### config.mk
export PLATFORM = sky130hd
export DESIGN_NAME = watch_calendar_leap
export DESIGN_NICKNAME = d
export VERILOG_FILES = /design/src/rtl/watch_pkg.sv /design/src/rtl/watch_days_in_month.sv /design/src/rtl/watch_calendar_leap.sv
export SDC_FILE = /design/constraint.sdc
export NUM_CORES = 1
export LEC_CHECK = 0
export ABC_AREA = 1
export CAP_MARGIN = 20
export CORE_UTILIZATION = 58
export CTS_CLUSTER_DIAMETER = 200
export CTS_CLUSTER_SIZE = 30
export DETAILED_ROUTE_END_ITERATION = 8
export PLACE_DENSITY = 0.95
export SYNTH_ARGS = -nofsm -noshare
export SYNTH_HDL_FRONTEND = slang
export SYNTH_SLANG_ARGS = --single-unit
export TNS_END_PERCENT = 30
### constraint.sdc
create_clock -name clk -period 11.4 [get_ports clk]
set_input_delay 2.28 -clock clk [delete_from_list [all_inputs] [get_ports clk]]
set_output_delay 2.28 -clock clk [all_outputs]
set_load 0.02 [all_outputs]
### src/rtl/watch_pkg.sv
`default_nettype none
// ============================================================================
// Module   : watch_pkg
// Purpose  : Field widths, set_data layout and month constants for the
//            watch calendar.
// Revision : 1.0 - initial release
// ============================================================================
package watch_pkg;

  localparam int MON_W  = 4;
  localparam int DAY_W  = 5;
  localparam int HR_W   = 5;
  localparam int MIN_W  = 6;
  localparam int SEC_W  = 6;
  localparam int WDAY_W = 3;

  // set_data bit positions; the top RSVD_W bits above wday are reserved
  localparam int SEC_LSB  = 0;
  localparam int MIN_LSB  = SEC_LSB + SEC_W;
  localparam int HR_LSB   = MIN_LSB + MIN_W;
  localparam int DAY_LSB  = HR_LSB + HR_W;
  localparam int MON_LSB  = DAY_LSB + DAY_W;
  localparam int YEAR_LSB = MON_LSB + MON_W;
  localparam int RSVD_W   = 6;

  localparam logic [MON_W-1:0] MON_JAN = 4'd1;
  localparam logic [MON_W-1:0] MON_FEB = 4'd2;
  localparam logic [MON_W-1:0] MON_MAR = 4'd3;
  localparam logic [MON_W-1:0] MON_APR = 4'd4;
  localparam logic [MON_W-1:0] MON_MAY = 4'd5;
  localparam logic [MON_W-1:0] MON_JUN = 4'd6;
  localparam logic [MON_W-1:0] MON_JUL = 4'd7;
  localparam logic [MON_W-1:0] MON_AUG = 4'd8;
  localparam logic [MON_W-1:0] MON_SEP = 4'd9;
  localparam logic [MON_W-1:0] MON_OCT = 4'd10;
  localparam logic [MON_W-1:0] MON_NOV = 4'd11;
  localparam logic [MON_W-1:0] MON_DEC = 4'd12;

  localparam logic [SEC_W-1:0]  SEC_MAX  = 6'd59;
  localparam logic [MIN_W-1:0]  MIN_MAX  = 6'd59;
  localparam logic [HR_W-1:0]   HR_MAX   = 5'd23;
  localparam logic [WDAY_W-1:0] WDAY_MAX = 3'd6;

  function automatic int set_w(input int year_w);
    return year_w + 35;
  endfunction

endpackage
`default_nettype wire

### src/rtl/watch_days_in_month.sv
`default_nettype none
// ============================================================================
// Module   : watch_days_in_month
// Purpose  : Combinational days-in-month lookup with optional Gregorian leap.
// Revision : 1.0 - initial release
// ============================================================================
module watch_days_in_month
  import watch_pkg::*;
#(
  parameter int YEAR_W  = 12,
  parameter bit LEAP_EN = 1'b1
) (
  input  logic [MON_W-1:0]  month,
  input  logic [YEAR_W-1:0] year,
  output logic [DAY_W-1:0]  dim
);

  logic [31:0] w_y;
  logic        w_leap;

  assign w_y    = 32'(year);
  assign w_leap = LEAP_EN && (w_y % 32'd4 == 32'd0) &&
                  ((w_y % 32'd100 != 32'd0) || (w_y % 32'd400 == 32'd0));

  always_comb begin
    dim = 5'd0;
    case (month)
      MON_JAN, MON_MAR, MON_MAY, MON_JUL,
      MON_AUG, MON_OCT, MON_DEC: dim = 5'd31;
      MON_APR, MON_JUN, MON_SEP, MON_NOV: dim = 5'd30;
      MON_FEB: dim = w_leap ? 5'd29 : 5'd28;
      default: dim = 5'd0;
    endcase
  end

endmodule
`default_nettype wire

### src/rtl/watch_calendar_leap.sv
`default_nettype none
// ============================================================================
// Module   : watch_calendar_leap
// Purpose  : Real-time calendar counter (sec..year, weekday) with validated
//            set handshake and registered rollover pulses.
// Revision : 1.0 - initial release
// ============================================================================
module watch_calendar_leap
  import watch_pkg::*;
#(
  parameter int YEAR_W   = 12,
  parameter int RST_YEAR = 2000,
  parameter int RST_WDAY = 6,
  parameter bit LEAP_EN  = 1'b1
) (
  input  logic                      clk,
  input  logic                      rst,
  input  logic                      tick,
  input  logic                      set_valid,
  input  logic [set_w(YEAR_W)-1:0]  set_data,
  output logic                      set_ack,
  output logic                      set_err,
  output logic [YEAR_W-1:0]         year,
  output logic [MON_W-1:0]          month,
  output logic [DAY_W-1:0]          day,
  output logic [HR_W-1:0]           hour,
  output logic [MIN_W-1:0]          minute,
  output logic [SEC_W-1:0]          second,
  output logic [WDAY_W-1:0]         weekday,
  output logic                      day_tick,
  output logic                      year_wrap
);

  localparam int c_set_w = set_w(YEAR_W);

  logic [YEAR_W-1:0] r_year;
  logic [MON_W-1:0]  r_month;
  logic [DAY_W-1:0]  r_day;
  logic [HR_W-1:0]   r_hour;
  logic [MIN_W-1:0]  r_min;
  logic [SEC_W-1:0]  r_sec;
  logic [WDAY_W-1:0] r_wday;
  logic              r_set_ack, r_set_err, r_day_tick, r_year_wrap;

  logic [YEAR_W-1:0] w_set_year;
  logic [MON_W-1:0]  w_set_mon;
  logic [DAY_W-1:0]  w_set_day;
  logic [HR_W-1:0]   w_set_hr;
  logic [MIN_W-1:0]  w_set_min;
  logic [SEC_W-1:0]  w_set_sec;
  logic [WDAY_W-1:0] w_set_wday;
  logic              w_unused_rsvd;
  logic [DAY_W-1:0]  w_dim_cur, w_dim_set;
  logic              w_set_ok;
  logic              w_adv, w_sec_carry, w_min_carry, w_day_carry;
  logic              w_month_carry, w_year_carry, w_year_wrap;

  assign w_set_sec     = set_data[SEC_LSB +: SEC_W];
  assign w_set_min     = set_data[MIN_LSB +: MIN_W];
  assign w_set_hr      = set_data[HR_LSB +: HR_W];
  assign w_set_day     = set_data[DAY_LSB +: DAY_W];
  assign w_set_mon     = set_data[MON_LSB +: MON_W];
  assign w_set_year    = set_data[YEAR_LSB +: YEAR_W];
  assign w_set_wday    = set_data[YEAR_LSB + YEAR_W +: WDAY_W];
  assign w_unused_rsvd = ^set_data[c_set_w-1 -: RSVD_W];

  watch_days_in_month #(.YEAR_W(YEAR_W), .LEAP_EN(LEAP_EN)) u_dim_cur (
    .month (r_month),
    .year  (r_year),
    .dim   (w_dim_cur)
  );

  watch_days_in_month #(.YEAR_W(YEAR_W), .LEAP_EN(LEAP_EN)) u_dim_set (
    .month (w_set_mon),
    .year  (w_set_year),
    .dim   (w_dim_set)
  );

  // An illegal month yields dim=0, so the day check rejects it as well
  assign w_set_ok = (w_set_mon >= MON_JAN) && (w_set_mon <= MON_DEC) &&
                    (w_set_day != 5'd0) && (w_set_day <= w_dim_set) &&
                    (w_set_hr <= HR_MAX) && (w_set_min <= MIN_MAX) &&
                    (w_set_sec <= SEC_MAX) && (w_set_wday <= WDAY_MAX);

  // A set in the same cycle always swallows the tick
  assign w_adv         = tick & ~set_valid;
  assign w_sec_carry   = w_adv & (r_sec == SEC_MAX);
  assign w_min_carry   = w_sec_carry & (r_min == MIN_MAX);
  assign w_day_carry   = w_min_carry & (r_hour == HR_MAX);
  assign w_month_carry = w_day_carry & (r_day >= w_dim_cur);
  assign w_year_carry  = w_month_carry & (r_month == MON_DEC);
  assign w_year_wrap   = w_year_carry & (r_year == {YEAR_W{1'b1}});

  always_ff @(posedge clk or negedge rst) begin
    if (!rst) begin
      r_year  <= YEAR_W'(RST_YEAR);
      r_month <= MON_JAN;
      r_day   <= 5'd1;
      r_hour  <= '0;
      r_min   <= '0;
      r_sec   <= '0;
      r_wday  <= WDAY_W'(RST_WDAY);
    end else if (set_valid) begin
      if (w_set_ok) begin
        r_year  <= w_set_year;
        r_month <= w_set_mon;
        r_day   <= w_set_day;
        r_hour  <= w_set_hr;
        r_min   <= w_set_min;
        r_sec   <= w_set_sec;
        r_wday  <= w_set_wday;
      end
    end else if (tick) begin
      r_sec <= w_sec_carry ? '0 : r_sec + 6'd1;
      if (w_sec_carry) r_min  <= w_min_carry ? '0 : r_min + 6'd1;
      if (w_min_carry) r_hour <= w_day_carry ? '0 : r_hour + 5'd1;
      if (w_day_carry) begin
        r_day  <= w_month_carry ? 5'd1 : r_day + 5'd1;
        r_wday <= (r_wday == WDAY_MAX) ? '0 : r_wday + 3'd1;
      end
      if (w_month_carry) r_month <= w_year_carry ? MON_JAN : r_month + 4'd1;
      if (w_year_carry)  r_year  <= r_year + YEAR_W'(1);
    end
  end

  always_ff @(posedge clk or negedge rst) begin
    if (!rst) begin
      r_set_ack   <= 1'b0;
      r_set_err   <= 1'b0;
      r_day_tick  <= 1'b0;
      r_year_wrap <= 1'b0;
    end else begin
      r_set_ack   <= set_valid & w_set_ok;
      r_set_err   <= set_valid & ~w_set_ok;
      r_day_tick  <= w_day_carry;
      r_year_wrap <= w_year_wrap;
    end
  end

  assign year      = r_year;
  assign month     = r_month;
  assign day       = r_day;
  assign hour      = r_hour;
  assign minute    = r_min;
  assign second    = r_sec;
  assign weekday   = r_wday;
  assign set_ack   = r_set_ack;
  assign set_err   = r_set_err;
  assign day_tick  = r_day_tick;
  assign year_wrap = r_year_wrap;

endmodule
`default_nettype wire

After elaboration in Yosys (flattened, before gate mapping)
Index checks and enable logic that the tools add are counted.

word-level totals
  bits in registers = 45
  input port bits = 51
  output and inout bits = 45
  logic and storage cells = 142

cells by class
  $add $sub $neg = 7
  divide/modulo/power cells = 4
  $lt $le $gt $ge = 8
  eq/ne operators = 30
  multiplexer cells = 37
  bitwise operators = 11
  reduce and logical (&&, ||, !) cells = 34

operator list
  kind                                                    number
  zero test 32 bit                                        4
  remainder unit 12 x 7 -> 32 bit, second input constant  2
  remainder unit 12 x 9 -> 32 bit, second input constant  2
  nonzero test 32 bit                                     2
  2-to-1 mux 6 bit                                        9
  2-to-1 mux 5 bit                                        10
  2-to-1 mux 12 bit                                       4
  == test 4 bit, second input constant                    10
  == test 4 x 3 -> 1 bit, second input constant           8
  one-hot mux 5 bit (3 select lines)                      2
  2-to-1 mux 4 bit                                        5
  == test 4 x 2 -> 1 bit, second input constant           4
  2-to-1 mux 3 bit                                        5
  AND reduction 3 bit                                     5
  OR reduction 7 bit                                      2
  adder 12 x 1 -> 12 bit, second input constant           1
  adder 6 x 1 -> 6 bit, second input constant             2
  == test 12 bit, second input constant                   1
  == test 6 bit, second input constant                    2
  less-or-equal comparator 6 bit, second input constant   2
  nonzero test 2 bit                                      6
  adder 5 x 1 -> 5 bit, second input constant             2
  bitwise AND 1 bit                                       9
  logical AND 1 bit                                       9
  other kinds (18)                                        23

Depth between registers and ports, before layout
  word-level depth = 14
  gate-level depth with buffers = 53

Modules after synthesis
From an unflattened synthesis, not the netlist that was laid out.

unflattened totals
  cell total of the unflattened synthesis = 888
  area total of the unflattened synthesis = 5681.7 sq um

by module, submodules not included
  module               instances  cells each  area each (sq um)  seq. area each (sq um)
  watch_calendar_leap  1          484         3299.4             1138.6
  watch_days_in_month  2          202         1191.1             0.0

Least setup slack after synthesis
Ideal clock, no wire load.

  path kind = input to register
  from = in set_data[35]
  to = reg r_min[0] (netlist: minute[0])
  arrival = 6576 ps
  required time = 11275 ps
  setup slack = 4699 ps
  stages on the path = 40
  buffers on the path = 0
  cell sequence = nor2_2 a21boi_0 ha_1 nand3_1 nand2_2 a21oi_4 nand3_2 nand2_1 nand2_1 nor2_1 nand2_2 nand3_1 nand4_2 nand2_4 nand3_4 nand2_2 nand4_2 nand2_4 [... 4 more ...] nand2_1 nand2_2 nand2_1 nand2_1 nand3_1 nor2_1 nand2_1 nand2_1 nand2_1 ha_1 inv_1 o21ai_0 nand2_1 nor2_1 inv_1 nand2_1 nand2_1 mux2_2

between the ends
  word-level cells in the longest chain between the ends = 14
  elaborated cells on any way between the ends = 16
  classes of those cells = div (2); order compare (1); eq/ne (1); mux (2); reduce/logical (10)

RTL lines
  item                                                                                line                        RTL
  from (decl)                                                                         watch_calendar_leap.sv:20   input logic [set_w(YEAR_W)-1:0] set_data,
  remainder unit 12 x 7 -> 32 bit or remainder unit 12 x 9 -> 32 bit (tied branches)  watch_days_in_month.sv:23   ((w_y % 32'd100 != 32'd0) || (w_y % 32'd400 == 32'd0));
  nonzero test 32 bit or zero test 32 bit (tied branches)                             watch_days_in_month.sv:23
  logical OR 1 bit *                                                                  watch_days_in_month.sv:23
  logical AND 1 bit *                                                                 watch_days_in_month.sv:22   assign w_leap = LEAP_EN && (w_y % 32'd4 == 32'd0) &&
  2-to-1 mux 1 bit *                                                                  watch_days_in_month.sv:31   MON_FEB: dim = w_leap ? 5'd29 : 5'd28;
  one-hot mux 5 bit (3 select lines) *                                                watch_days_in_month.sv:27   case (month)
  less-or-equal comparator 5 bit *                                                    watch_calendar_leap.sv:81   (w_set_day != 5'd0) && (w_set_day <= w_dim_set) &&
  logical AND 1 bit * (2 in a row)                                                    watch_calendar_leap.sv:81
  logical AND 1 bit * (2 in a row)                                                    watch_calendar_leap.sv:82   (w_set_hr <= HR_MAX) && (w_set_min <= MIN_MAX) &&
  logical AND 1 bit *                                                                 watch_calendar_leap.sv:83   (w_set_sec <= SEC_MAX) && (w_set_wday <= WDAY_MAX);
  != test 2 x 1 -> 1 bit (no line) *                                                  --
  AND reduction 3 bit (no line) *                                                     --
  to (signal assigned)                                                                watch_calendar_leap.sv:109  r_min <= w_set_min;
  to (signal assigned)                                                                watch_calendar_leap.sv:115  if (w_sec_carry) r_min <= w_min_carry ? '0 : r_min + 6'd1;
  to (decl)                                                                           watch_calendar_leap.sv:40   logic [MIN_W-1:0] r_min;

Every way passes the cells marked *; elsewhere a longest branch is shown, timed or not.
A chain may end at the register's enable or synchronous reset.

Worst setup path after layout
  from = in set_data[35]
  to = reg r_min[2] (netlist: minute[2])

The elaborated chain is that of the path after synthesis.

==> metrics.md <==
| Metric | Value |
|---|---|
| WL per Instance | 14.7 um |
| Die height | 96.2 um |
| Clk pwr share | 5.3% |
| Worst Hold Path Cells | 2 |
| Sum Neg Setup Slack | 0 ns |
| Synth Area in Compound Gates | 13.5% |
| Synthesized cell area | 5140 um2 |
| Starting Density | 61.3% |
| Final Hold Viols | 0 |
| Combinational Power Share | 79.8% |
| Synthesis-to-finish area growth | 21.2% |
| Slowest cell delay on critical path | 0.53 ns |
| Reg2Reg Setup Slack | 4.91 ns |
| Net count after synthesis | 853 |
| Routed vias/inst | 5.97 |
| Worst hold start | weekday[2]$_DFFE_PN1P_ |
| NetSw | 0.00118 W |
| IO Count | 96 |
| Register area share after synthesis | 22.1% |
| Register Area | 1140 um2 |
| Peak VDD IR | 0.000224 V |
| Unique masters post-synth | 48 |
| Most used DFF post-synth | dfrtp_1 |
| Port bufs | 89 |
| Post-DRT Antenna Nets | 0 |
| Most area-consuming cells after synthesis | dfrtp_1, nand2_1, nand4_1 |
| Most common cell in the netlist | nand2_1 |
| Num Clock Sinks | 45 |
| Area leader, netlist | dfrtp_1 |
| Switching Fraction | 57.0% |
| Nature of the critical path startpoint | input pin |
| Number of max-cap violations | 0 |
| Worst Path Required | 11.59 ns |
| Reg2reg path depth | 46 |
| Avg Cell Area, Syn | 6.59 um2 |
| Grt ovf | 0 |
| Max Slew Vio Count | 0 |
| Setup violators final | 0 |
| Chip width | 96.2 um |
| Worst Path Arrival | 8.19 ns |
| Post-Route WL | 14300 um |
| HP Class | register to register |
| Cts bufs inserted | 5 |
| Core Footprint | 8380 um2 |
| Tightest Pin Transition | 0.922 ns |
| FFs w/ async S/R, synth | 100% |
| Synth Register Bits | 45 |
| Total GRT Usage | 31.6% |
| Initial antenna violation count | 0 |
| Worst-case clock buffer depth | 2 |
| Worst setup EP type | register |
| Slowest CP cell | clkdlybuf4s50_1 |
| Post-synthesis adder-cell area fraction | 5.35% |
| Sequential share of power | 14.9% |
| Clock root cell | clkbuf_8 |
| Number of synthesized flops with an enable pin | 0 |
| Final nets | 938 |
| Fillers | 629 |
| Crit path buf inv count | 4 |
| Fin cells | 971 |
| Cell family with most CP delay | simple AND/OR/NAND/NOR gates |
| Area of the multi-input gates | 3580 um2 |
| First-pass GRT wire length | 23400 um |
| # DRC | 0 |
| Final Cycle Share | 70.2% |
| Synth Area in XOR/XNOR | 4.09% |
| Relative slew slack | 37.9% |
| Synth Instances | 780 |
| Dpl cells | 962 |
| Post-CTS Resized | 0 |
| Yosys warns | 0 |
| Status | complete, no violations |
| Detailed placement HPWL | 11000 um |
| Power Density | 332 nW/um2 |
| H-Tree Level Count | 2 |
| Synth cell count leaders | nand2_1, inv_1, nor2_1 |
| Skew final | 0.00916 ns |
| R2r startpoint | year[8]$_DFFE_PN1P_ |
| DP Worst Slack | 3.14 ns |
| Worst-path fanout max | 18 |
| Reg2reg end | year[2]$_DFFE_PN0P_ |
| CTS tree | done |
| Clk_lat worst skew | 0.30 ns |
| Power Internal | 0.000890 W |
| Hold-fix buffers, CTS | 0 |
| Share of the synthesized area in the top cell type | 17.0% |
| Initial DRT Pass Iterations | 5 |
| Worst-path clk slew | 0.09 ns |
| Vias in the first global route | 5452 |
| Peak Freq | 125 MHz |
| Leak pwr | 2.97 nW |
| Largest family of logic cells by synthesized area | simple AND/OR/NAND/NOR gates |
| Hold EP | weekday[2]$_DFFE_PN1P_ |
| Crit-path most repeated cell | nand2_1 |
| Fraction of layout cells with a size suffix above 1 | 14.1% |
| Core Rows | 33 |
| Final setup margin | 3.39 ns |
| Postcts setup bufs | 0 |
| Mux contribution to synthesized area | 0.876% |
| First-iteration detailed-routing DRC count | 318 |
| Via count | 5795 |
| Largest net degree at the start of global routing | 46 |
| Worst Setup Path Type | input pin to register |
| Die area | 9240 um2 |
| Final GP Congestion | 0.897 |
| Post-synthesis simple-gate area fraction | 45.8% |
| RSZ-0062 raised after global routing | false |
| Min cycle time layout | 8.01 ns |
| Antenna Cells | 0 |
-- per-layer routing --
metal	global-route usage, %	share of wire (%)
met1	37.4	41
met4	17.0	5.1
met3	3.63	5.8
met5	0	0
met2	55.4	48
-- worst max-delay path by stage --
stage	from	end	cells after the start
after global placement	set_data[35]	minute[4]$_DFFE_PN0P_	39
after global routing	set_data[34]	minute[5]$_DFFE_PN0P_	40
final	set_data[35]	minute[2]$_DFFE_PN0P_	39
after floorplan	set_data[35]	minute[0]$_DFFE_PN0P_	40
after detailed placement	set_data[35]	minute[2]$_DFFE_PN0P_	39
after CTS	set_data[35]	minute[2]$_DFFE_PN0P_	39
-- power groups by stage --
stage / clock network, W / registers (W) / logic [W]
after CTS: 0.000109 / 0.000305 / 0.00164
after global placement: 0 / 0.000302 / 0.00155
after floorplan: 0 / 0.000354 / 0.00122
after global routing: 0.000117 / 0.000315 / 0.00184
after detailed placement: 0 / 0.000307 / 0.00163
final: 0.000110 / 0.000308 / 0.00165
-- sequential cells by signal, summed over array words and instances, names as in the netlist --
name / flops
year: 12
weekday: 3
day_tick: 1
second: 6
month: 4
set_ack: 1
minute: 6
year_wrap: 1
set_err: 1
hour: 5
day: 5
-- cells by family (layout without fill, tap and decap cells) --
logic type                 Yosys count  after routing
and+or+nand+nor                    465            465
muxes                                4              4
DFF                                 45             45
xor gates and xnor gates            24             24
buffers and inverters              109            195
adders and majority gates           22             22
AOI/OAI and AO/OA                  111            111
-- area by class of cell --
class                           instances  share of cell area, %
Clock inverter                          1                 0.0803
Timing Repair Buffer                   92                   14.8
Clock buffer                            7                   1.55
Tap cell                              105                   2.11
Multi-Input combinational cell        626                   57.4
Sequential cell                        45                   18.3
Inverter                               95                   5.78
-- worst register-to-register path: cells and delay by family (launching register included) --
| family | cells | cell delay (ns) |
|---|---|---|
| XOR/XNOR | 1 | 0.26 |
| AO/OA/AOI/OAI | 9 | 1.39 |
| flip-flops | 1 | 0.64 |
| AND/OR/NAND/NOR | 28 | 2.82 |
| adder cells (fa/ha/maj) | 2 | 0.44 |
| buffers and inverters | 6 | 0.74 |
-- metrics by stage --
step | cell area (um2) | hold slack, ns | util (%) | total power [W]
final | 6230 | 0.543 | 74.3 | 0.00207
after global routing | 6230 | 0.586 | 74.3 | 0.00227
after CTS | 6210 | 0.544 | 74.1 | 0.00205
after detailed placement | 6110 | 0.536 | 72.9 | 0.00193
after global placement | 6110 | 0.503 | 72.9 | 0.00185
after floorplan | 5140 | 0.542 | - | 0.00157
-- cell usage in the layout (no fill, tap or decap), types with 9 or more instances in the layout --
| cell type | n |
|---|---|
| a21oi_1 | 27 |
| a31oi_1 | 16 |
| clkdlybuf4s50_1 | 88 |
| dfrtp_1 | 35 |
| dfstp_2 | 10 |
| ha_1 | 22 |
| inv_1 | 80 |
| inv_2 | 11 |
| nand2_1 | 206 |
| nand2_2 | 37 |
| nand3_1 | 56 |
| nand4_1 | 49 |
| nor2_1 | 60 |
| nor2_4 | 9 |
| nor3_1 | 12 |
| o211ai_1 | 9 |
| o21ai_0 | 34 |
| xor2_1 | 19 |
(Power assumes the default switching activity.)
